<file path="config.mk">
export PLATFORM = sky130hd
export DESIGN_NAME = pc_sequencer
export DESIGN_NICKNAME = d
export VERILOG_FILES = /design/src/rtl/cpu_pkg.sv /design/src/rtl/pc_sequencer.sv
export SDC_FILE = /design/constraint.sdc
export NUM_CORES = 1
export LEC_CHECK = 0
export BUFFER_PORTS_ARGS = -buffer_cell sky130_fd_sc_hd__buf_2
export CORE_MARGIN = 5
export CORE_UTILIZATION = 50
export CTS_BUF_LIST = sky130_fd_sc_hd__clkbuf_16
export DETAILED_ROUTE_END_ITERATION = 8
export GPL_ROUTABILITY_DRIVEN = 1
export PLACE_DENSITY = 0.8
export SETUP_SLACK_MARGIN = 0.02
export SYNTH_ARGS = -nofsm -noshare
export SYNTH_HDL_FRONTEND = slang
export SYNTH_SLANG_ARGS = --single-unit
</file>
<file path="constraint.sdc">
create_clock -name i_clk -period 2.5 [get_ports i_clk]
set_input_delay 0.25 -clock i_clk [delete_from_list [all_inputs] [get_ports i_clk]]
set_output_delay 0.25 -clock i_clk [all_outputs]
set_load 0.005 [all_outputs]
</file>
<file path="src/rtl/cpu_pkg.sv">
// Shared CPU definitions: sequencer FSM encoding and reset PC.
package cpu_pkg;

    typedef enum logic [1:0] {
        FETCH = 2'd0,
        ISSUE = 2'd1,
        EXEC  = 2'd2,
        HALT  = 2'd3
    } state_t;

    localparam logic [0:15] DEFAULT_RESET_PC = 16'h0000;

endpackage

</file>
<file path="src/rtl/pc_sequencer.sv">
// Program-counter sequencer: fetch, issue, wait for completion, then
// advance or jump; HALT is terminal until reset.
module pc_sequencer
    import cpu_pkg::*;
#(
    parameter logic [0:15] RESET_PC = DEFAULT_RESET_PC
) (
    input  logic        i_clk,
    input  logic        i_rst,
    output logic [0:15] o_pc,
    output logic        o_fetchReq,
    input  logic        i_fetchAck,
    input  logic [0:15] i_instr,
    output logic [0:15] o_instr,
    output logic        o_instrValid,
    input  logic        i_instrReady,
    input  logic        i_done,
    input  logic        i_jValid,
    input  logic        i_cond,
    input  logic [0:15] i_jTarget,
    input  logic        i_halt,
    output logic        o_halted,
    output logic [0:15] o_jumpCount
);

    state_t state;

    always_ff @(posedge i_clk or posedge i_rst) begin
        if (i_rst) begin
            state        <= FETCH;
            o_pc         <= RESET_PC;
            o_fetchReq   <= 1'b0;
            o_instr      <= 16'h0000;
            o_instrValid <= 1'b0;
            o_halted     <= 1'b0;
            o_jumpCount  <= 16'h0000;
        end else begin
            unique case (state)
                FETCH: begin
                    // request goes out one edge after reset release
                    o_fetchReq <= 1'b1;
                    if (o_fetchReq && i_fetchAck) begin
                        o_instr      <= i_instr;
                        o_fetchReq   <= 1'b0;
                        o_instrValid <= 1'b1;
                        state        <= ISSUE;
                    end
                end
                ISSUE: begin
                    if (i_instrReady) begin
                        o_instrValid <= 1'b0;
                        state        <= EXEC;
                    end
                end
                EXEC: begin
                    if (i_done) begin
                        if (i_halt) begin
                            o_halted <= 1'b1;
                            state    <= HALT;
                        end else begin
                            o_fetchReq <= 1'b1;
                            state      <= FETCH;
                            if (i_jValid && i_cond) begin
                                o_pc        <= i_jTarget;
                                o_jumpCount <= o_jumpCount + 16'd1;
                            end else begin
                                o_pc <= o_pc + 16'd1;
                            end
                        end
                    end
                end
                HALT: begin
                end
            endcase
        end
    end

endmodule

</file>
==> impl_metrics.py, run 1 <==
metrics = {
    "status": {
        "status": "finished, final reports clean",
    },
    "synth": {
        "synth_edf_count": 0,
        "synthAdderAreaFrac": 0.0239,
        "synth-seq-area-share": 0.507,
        "async_reset_ff_frac": 1.00,
        "syn_nets": 297,
        "syn_area_um2": 2610,
        "syn_inst": 252,
        "synth_top_family_by_area": "simple AND/OR/NAND/NOR gates",
        "synthMuxAreaShare": 0.0732,
        "yosys.area_share.simple": 0.178,
        "synth_compound_area_frac": 0.131,
        "ys_types": 48,
        "synth_xor_area_frac": 0.0503,
        "synth_flop_cell": "dfrtp_1",
        "ys_warn_count": 0,
        "synth_seq_cells": 53,
        "avgSynthCellArea_um2": 10.4,
    },
    "sta": {
        "fin_crit_sh": 0.804,
        "maxSlewViolCount": 0,
        "tns_ns": 0,
        "setup_viol": 0,
        "rsz0062_at_grt": "no",
        "fin_skew_ns": 0.00487,
        "worstMarginPinSlew_ns": 0.670,
        "hold_viol": 0,
        "fmax_mhz": 498,
        "max_slew_margin": 0.553,
        "fin_crit_ns": 2.01,
    },
    "global_route": {
        "grt_max_degree": 54,
        "first_global_vias": 2290,
        "overflow": 0,
        "grt_pass1_wl_um": 10300,
        "grtUsageTotal": 0.197,
        "antenna_found_initial": 0,
    },
    "cts": {
        "cts_setup_buffers": 0,
        "cts.sinks": 53,
        "htreeDepth": 2,
        "root_buffer": "clkbuf_16",
        "worstSkewPairLatency_ns": 0.29,
        "cts_buffer_depth": 2,
        "clkTransAtPathRegs_ns": 0.07,
        "hold_buffers": 0,
        "tritoncts": "yes",
        "cts_resized": 0,
        "numCtsBuffers": 5,
    },
    "critical_path": {
        "worst_setup_path_end_kind": "flop",
        "crit_fanout": 7,
        "start_kind": "flop",
        "crit_start": "state[0]",
        "rr_startpoint": "state[0]",
        "required_ns": 2.70,
        "crit_type": "flop to flop",
        "cp.arrival_ns": 2.21,
    },
    "die": {
        "start_util": 0.512,
        "die_w_um": 82.3,
        "io_pins": 91,
        "coreArea_um2": 5110,
        "dieHeight_um": 82.3,
        "rows": 26,
        "dieArea_um2": 6770,
    },
    "layout": {
        "layout_common_cells": "buf_2 (90), dfrtp_1 (53), nand2_1 (20), a21oi_1 (20), nand3_1 (19)",
        "fill_cells": 454,
        "area_delta_synth_final_pct": 25.1,
        "layout_commonest_cell": "buf_2",
        "nets": 387,
        "final_util": 0.640,
        "num_antenna_cells": 0,
        "drive_gt1_frac": 0.364,
    },
    "routing": {
        "post-route-drc-count": 0,
        "vias_per_cell": 5.58,
        "routed_wl_um": 6310,
        "routedWlPerCell_um": 15.3,
        "drt_first_pass_iters": 4,
        "ant_nets": 0,
        "drtIter0Drc": 109,
        "vias": 2306,
    },
    "worst_hold_path": {
        "hp-class": "input port to async pin",
    },
    "placement": {
        "gp_congestion": 0.864,
        "port_buffers": 90,
        "dp_hpwl_um": 4630,
    },
    "job": {
        "cap_violations": 0,
    },
    "power_and_ir_drop": {
        "switching_share": 0.333,
        "pwr-share-seq": 0.470,
        "p_sw_mw": 1.01,
        "power_density_nw_per_um2": 930,
        "combPwrFrac": 0.315,
        "peakVddDrop_mv": 0.697,
        "internal_power_mw": 2.03,
        "power.leakage_nw": 1.60,
        "clockPowerShare": 0.215,
    },
}
## critical path: stages (launching register included)
cell and delay (ns):
dfrtp_1 0.40, inv_1 0.09, ha_1 0.27, nand3b_1 0.15
or4_1 0.62, nor3_1 0.25, xnor2_1 0.16
## cell type report
type / instances / area [um2] / area share
Clock inverter: 3 / 12.5 / 0.00383
Tap cell: 70 / 87.6 / 0.0268
Sequential cell: 53 / 1330 / 0.406
Inverter: 10 / 37.5 / 0.0115
Timing Repair Buffer: 95 / 488 / 0.149
Clock buffer: 5 / 125 / 0.0383
Multi-Input combinational cell: 177 / 1190 / 0.365
## final timing paths
check,to,slack (ns),cells after the start
worst min register to register,o_jumpCount[0],0.47,1
worst max register to register,o_jumpCount[1],0.49,6
worst max-delay path,o_jumpCount[1],0.49,6
min in group i_clk,o_instr[9],0.19,2
worst min-delay path,o_jumpCount[4],0.14,3
max in group asynchronous,state[1],1.92,3
## kinds of logic (layout without fill, tap and decap cells)
| family | Yosys count | after routing |
|---|---|---|
| and+or+nand+nor | 86 | 86 |
| muxes | 17 | 17 |
| buffers and inverters | 22 | 113 |
| AOI/OAI and AO/OA | 54 | 54 |
| xor gates and xnor gates | 15 | 15 |
| DFF | 53 | 53 |
| adders and majority gates | 5 | 5 |
## registers in the layout (all words and copies together) (netlist names)
signal	flops
o_jumpCount	16
o_instrValid	1
o_fetchReq	1
o_instr	16
o_halted	1
state	2
o_pc	16
## stage by stage
step	instance area [um2]	power, mW	instances	hold slack (ns)	setup slack (ns)
after global routing	3270	3.26	413	0.194	0.302
after global placement	3130	2.36	405	0.451	0.597
after floorplan	2610	1.94	252	0.383	0.647
after CTS	3270	3.07	413	0.171	0.468
final	3270	3.04	413	0.136	0.491
after detailed placement	3130	2.41	405	0.457	0.494
## routing by layer
layer,track usage,wire length (um),up-vias
met5,0,0,-
met4,0.0797,124,0
met3,0.0369,372,13
met2,0.339,3220,68
met1,0.243,2600,1133
li1,-,-,1092
## power by group through the flow
stage | registers, mW | clock network (mW) | logic [mW]
CTS | 1.42 | 0.668 | 0.978
floorplan | 1.42 | 0 | 0.520
detailed placement | 1.44 | 0 | 0.975
finish | 1.43 | 0.655 | 0.957
global placement | 1.42 | 0 | 0.944
global route | 1.47 | 0.702 | 1.08
## synthesized netlist by cell type, drive strengths merged, types with 2 or more instances
cell,n,area (um2)
a21oi,20,100
a2bb2oi,2,17.5
a31oi,4,25.0
and3,3,20.0
and4,3,26.3
buf,4,27.5
clkbuf,8,30.0
dfrtp,53,1330
ha,5,62.6
inv,10,37.5
mux2,17,191
nand2,20,75.1
nand2b,2,12.5
nand3,20,105
nand4,4,40.0
nor2,16,60.1
nor3,7,35.0
o21ai,11,55.1
o22a,2,17.5
o22ai,3,18.8
or4,5,41.3
xnor2,5,43.8
xor2,10,87.6
Power figures use the tool's default switching activity.
==> run 2: changes to the inputs <==
--- a/config.mk
+++ b/config.mk
@@ -5,13 +5,14 @@
 export SDC_FILE = /design/constraint.sdc
 export NUM_CORES = 1
 export LEC_CHECK = 0
+export ABC_AREA = 1
 export BUFFER_PORTS_ARGS = -buffer_cell sky130_fd_sc_hd__buf_2
 export CORE_MARGIN = 5
-export CORE_UTILIZATION = 50
+export CORE_UTILIZATION = 46
 export CTS_BUF_LIST = sky130_fd_sc_hd__clkbuf_16
 export DETAILED_ROUTE_END_ITERATION = 8
 export GPL_ROUTABILITY_DRIVEN = 1
-export PLACE_DENSITY = 0.8
+export PLACE_DENSITY = 0.76
 export SETUP_SLACK_MARGIN = 0.02
 export SYNTH_ARGS = -nofsm -noshare
 export SYNTH_HDL_FRONTEND = slang
==> constraint.sdc (replaced) <==
create_clock -name i_clk -period 1.65 [get_ports i_clk]
set_input_delay 0.165 -clock i_clk [delete_from_list [all_inputs] [get_ports i_clk]]
set_output_delay 0.165 -clock i_clk [all_outputs]
set_load 0.005 [all_outputs]
==> run 2 against run 1 <==
Hold slack got worse by 0.074 ns. Flip-flop and latch count unchanged. Combinational power increased by 83%. Core utilization decreased by 3.8 points. Fmax increased by 30%. Synthesized cell count increased by 46%. Sequential power increased by 46%. Register-to-register slack got worse by 0.39 ns. Worst setup slack got worse by 0.39 ns. Die area increased by 16%. First-iteration DRC count increased by 14%.
==> impl_metrics.py, run 2 <==
metrics = {
    "die": {
        "start_util": 0.475,
        "dieArea_um2": 7820,
        "coreArea_um2": 5960,
        "io_pins": 91,
        "rows": 28,
        "die_w_um": 88.5,
        "dieHeight_um": 88.5,
    },
    "critical_path": {
        "worst_setup_path_end_kind": "flop",
        "crit_fanout": 6,
        "crit_type": "flop to flop",
        "required_ns": 1.83,
        "start_kind": "flop",
        "cp.arrival_ns": 1.73,
    },
    "cts": {
        "cts.sinks": 53,
        "htreeDepth": 2,
        "cts_setup_buffers": 0,
        "clkTransAtPathRegs_ns": 0.07,
        "worstSkewPairLatency_ns": 0.29,
        "numCtsBuffers": 5,
        "tritoncts": "yes",
        "cts_buffer_depth": 2,
        "root_buffer": "clkbuf_16",
    },
    "global_route": {
        "grt_max_degree": 54,
        "grt_pass1_wl_um": 11600,
        "grtUsageTotal": 0.187,
        "antenna_found_initial": 0,
        "overflow": 0,
        "first_global_vias": 2530,
    },
    "synth": {
        "synth_flop_cell": "dfrtp_1",
        "syn_inst": 368,
        "synth-seq-area-share": 0.468,
        "synth_seq_cells": 53,
        "syn_area_um2": 2830,
        "synth_edf_count": 0,
        "ys_types": 34,
        "ys_top_cells_by_area": "dfrtp_1 (47%), nand2_1 (18%), inv_1 (5.2%)",
        "avgSynthCellArea_um2": 7.69,
        "yosysMostFrequentCell": "nand2_1",
        "synthTopCellsByCount": "nand2_1 (139), dfrtp_1 (53), inv_1 (39)",
        "async_reset_ff_frac": 1.00,
        "syn_nets": 413,
        "synth_top_area_frac": 0.468,
        "synth_area_leader_cell": "dfrtp_1",
        "ys_warn_count": 0,
    },
    "layout": {
        "area_delta_synth_final_pct": 26.7,
        "drive_gt1_frac": 0.262,
        "nets": 514,
        "num_antenna_cells": 0,
        "multi_input_area_um2": 1320,
        "fin_cells": 545,
        "regArea_um2": 1330,
        "reg.largest.list": "o_instr x16, o_jumpCount x16, o_pc x16",
        "layout_common_cells": "nand2_1 (139), buf_2 (90), dfrtp_1 (53)",
        "final_util": 0.603,
        "layout_commonest_cell": "nand2_1",
        "fill_cells": 558,
    },
    "sta": {
        "worstMarginPinSlew_ns": 0.277,
        "hold_viol": 0,
        "fin_ws_ns": 0.100,
        "maxSlewViolCount": 0,
        "fin_skew_ns": 0.00613,
        "fin_crit_sh": 0.939,
        "rsz0062_at_grt": "yes",
        "max_slew_margin": 0.815,
        "fin_crit_ns": 1.55,
        "fmax_mhz": 645,
        "finalHoldWorstSlack_ns": 0.0622,
        "setup_viol": 0,
    },
    "placement": {
        "gp_congestion": 0.826,
        "pre_cts_slack_ns": 0.0401,
        "dp_cells": 536,
        "dp_hpwl_um": 5310,
        "port_buffers": 90,
    },
    "power_and_ir_drop": {
        "peakVddDrop_mv": 0.706,
        "power_density_nw_per_um2": 1360,
        "power.leakage_nw": 2.02,
    },
    "routing": {
        "vias": 2722,
        "post-route-drc-count": 0,
        "drt_first_pass_iters": 4,
        "drtIter0Drc": 124,
        "routed_wl_um": 7000,
        "top_layer_used": "met4",
        "ant_nets": 0,
        "routedWlPerCell_um": 12.8,
        "wl_met1_um": 3100,
        "wl_met3_um": 341,
        "wl_met2_um": 3520,
        "vias_per_cell": 4.99,
    },
    "status": {
        "status": "finished, final reports clean",
    },
    "worst_hold_path": {
        "hp-class": "input port to flop",
    },
    "job": {
        "cap_violations": 0,
    },
}
## run 2: cell count changes in the layout (fill, tap and decap cells not counted), moves of 6 or more
cell and change:
a21oi_1 -17, inv_1 +29, mux2_2 -17, nand2_1 +119, nand3_1 +6, nor2_1 +19, nor3_1 -6
## run 2: cells by family after synthesis
logic type / after synthesis / synth area share
DFF: 53 / 0.468
adders and majority gates: 5 / 0.0221
AOI/OAI and AO/OA: 30 / 0.0627
buffers and inverters: 47 / 0.0676
xor gates and xnor gates: 13 / 0.0402
and+or+nand+nor: 220 / 0.339
## run 2: final cells by class
type                    count  share of cell area
clock inverters             3             0.00593
repair buffers            101               0.153
inverters                  40              0.0418
clock buffers               5              0.0349
multi-input cells         268               0.369
flip-flops and latches     53               0.370
well taps                  75              0.0262
## run 2: stage by stage
stage                     area [um2]  total power, mW  setup TNS [ns]
after global placement          3420             3.80               0
after global routing            3590             5.29         -0.0387
after CTS                       3580             4.93               0
after detailed placement        3420             3.87               0
after floorplan                 2830             3.06               0
final                           3590             4.89               0
## run 2: worst paths after layout
check	from	end	slack, ns	depth (start not counted)
max	state[0]	o_jumpCount[6]	0.10	9
min	i_instr[10]	o_instr[10]	0.06	3
max reg2reg	state[0]	o_jumpCount[6]	0.10	9
min reg2reg	o_halted	o_halted	0.47	1
max in group asynchronous	i_rst	o_pc[5]	0.95	4
min in group asynchronous	i_rst	o_instr[15]	0.46	4
## run 2: repair_timing
action                                  4_1_cts  5_1_grt
hold buffers                                  1        0
endpoints found under the setup margin        0       20
endpoints found under the hold margin        53        0
gates resized for setup                       0        3
## run 2: critical path: stages, from the launching register on
cell	delay [ns]
dfrtp_1	0.38
inv_1	0.10
ha_2	0.24
nand2_1	0.10
nor2_4	0.13
nand2_4	0.10
nor2_4	0.12
nand2_1	0.07
xor2_1	0.14
inv_1	0.05
## run 2: metal layers
| metal | global-route usage | up-vias |
|---|---|---|
| met2 | 0.314 | 64 |
| met5 | 0 | - |
| met4 | 0.0508 | 0 |
| li1 | - | 1359 |
| met3 | 0.0391 | 4 |
| met1 | 0.246 | 1295 |
## run 2: where the power goes
group / switching, mW / internal [mW] / total [mW]
Sequential: 0.365 / 1.73 / 2.09
Combinational: 0.959 / 0.795 / 1.75
Clock: 0.473 / 0.565 / 1.04
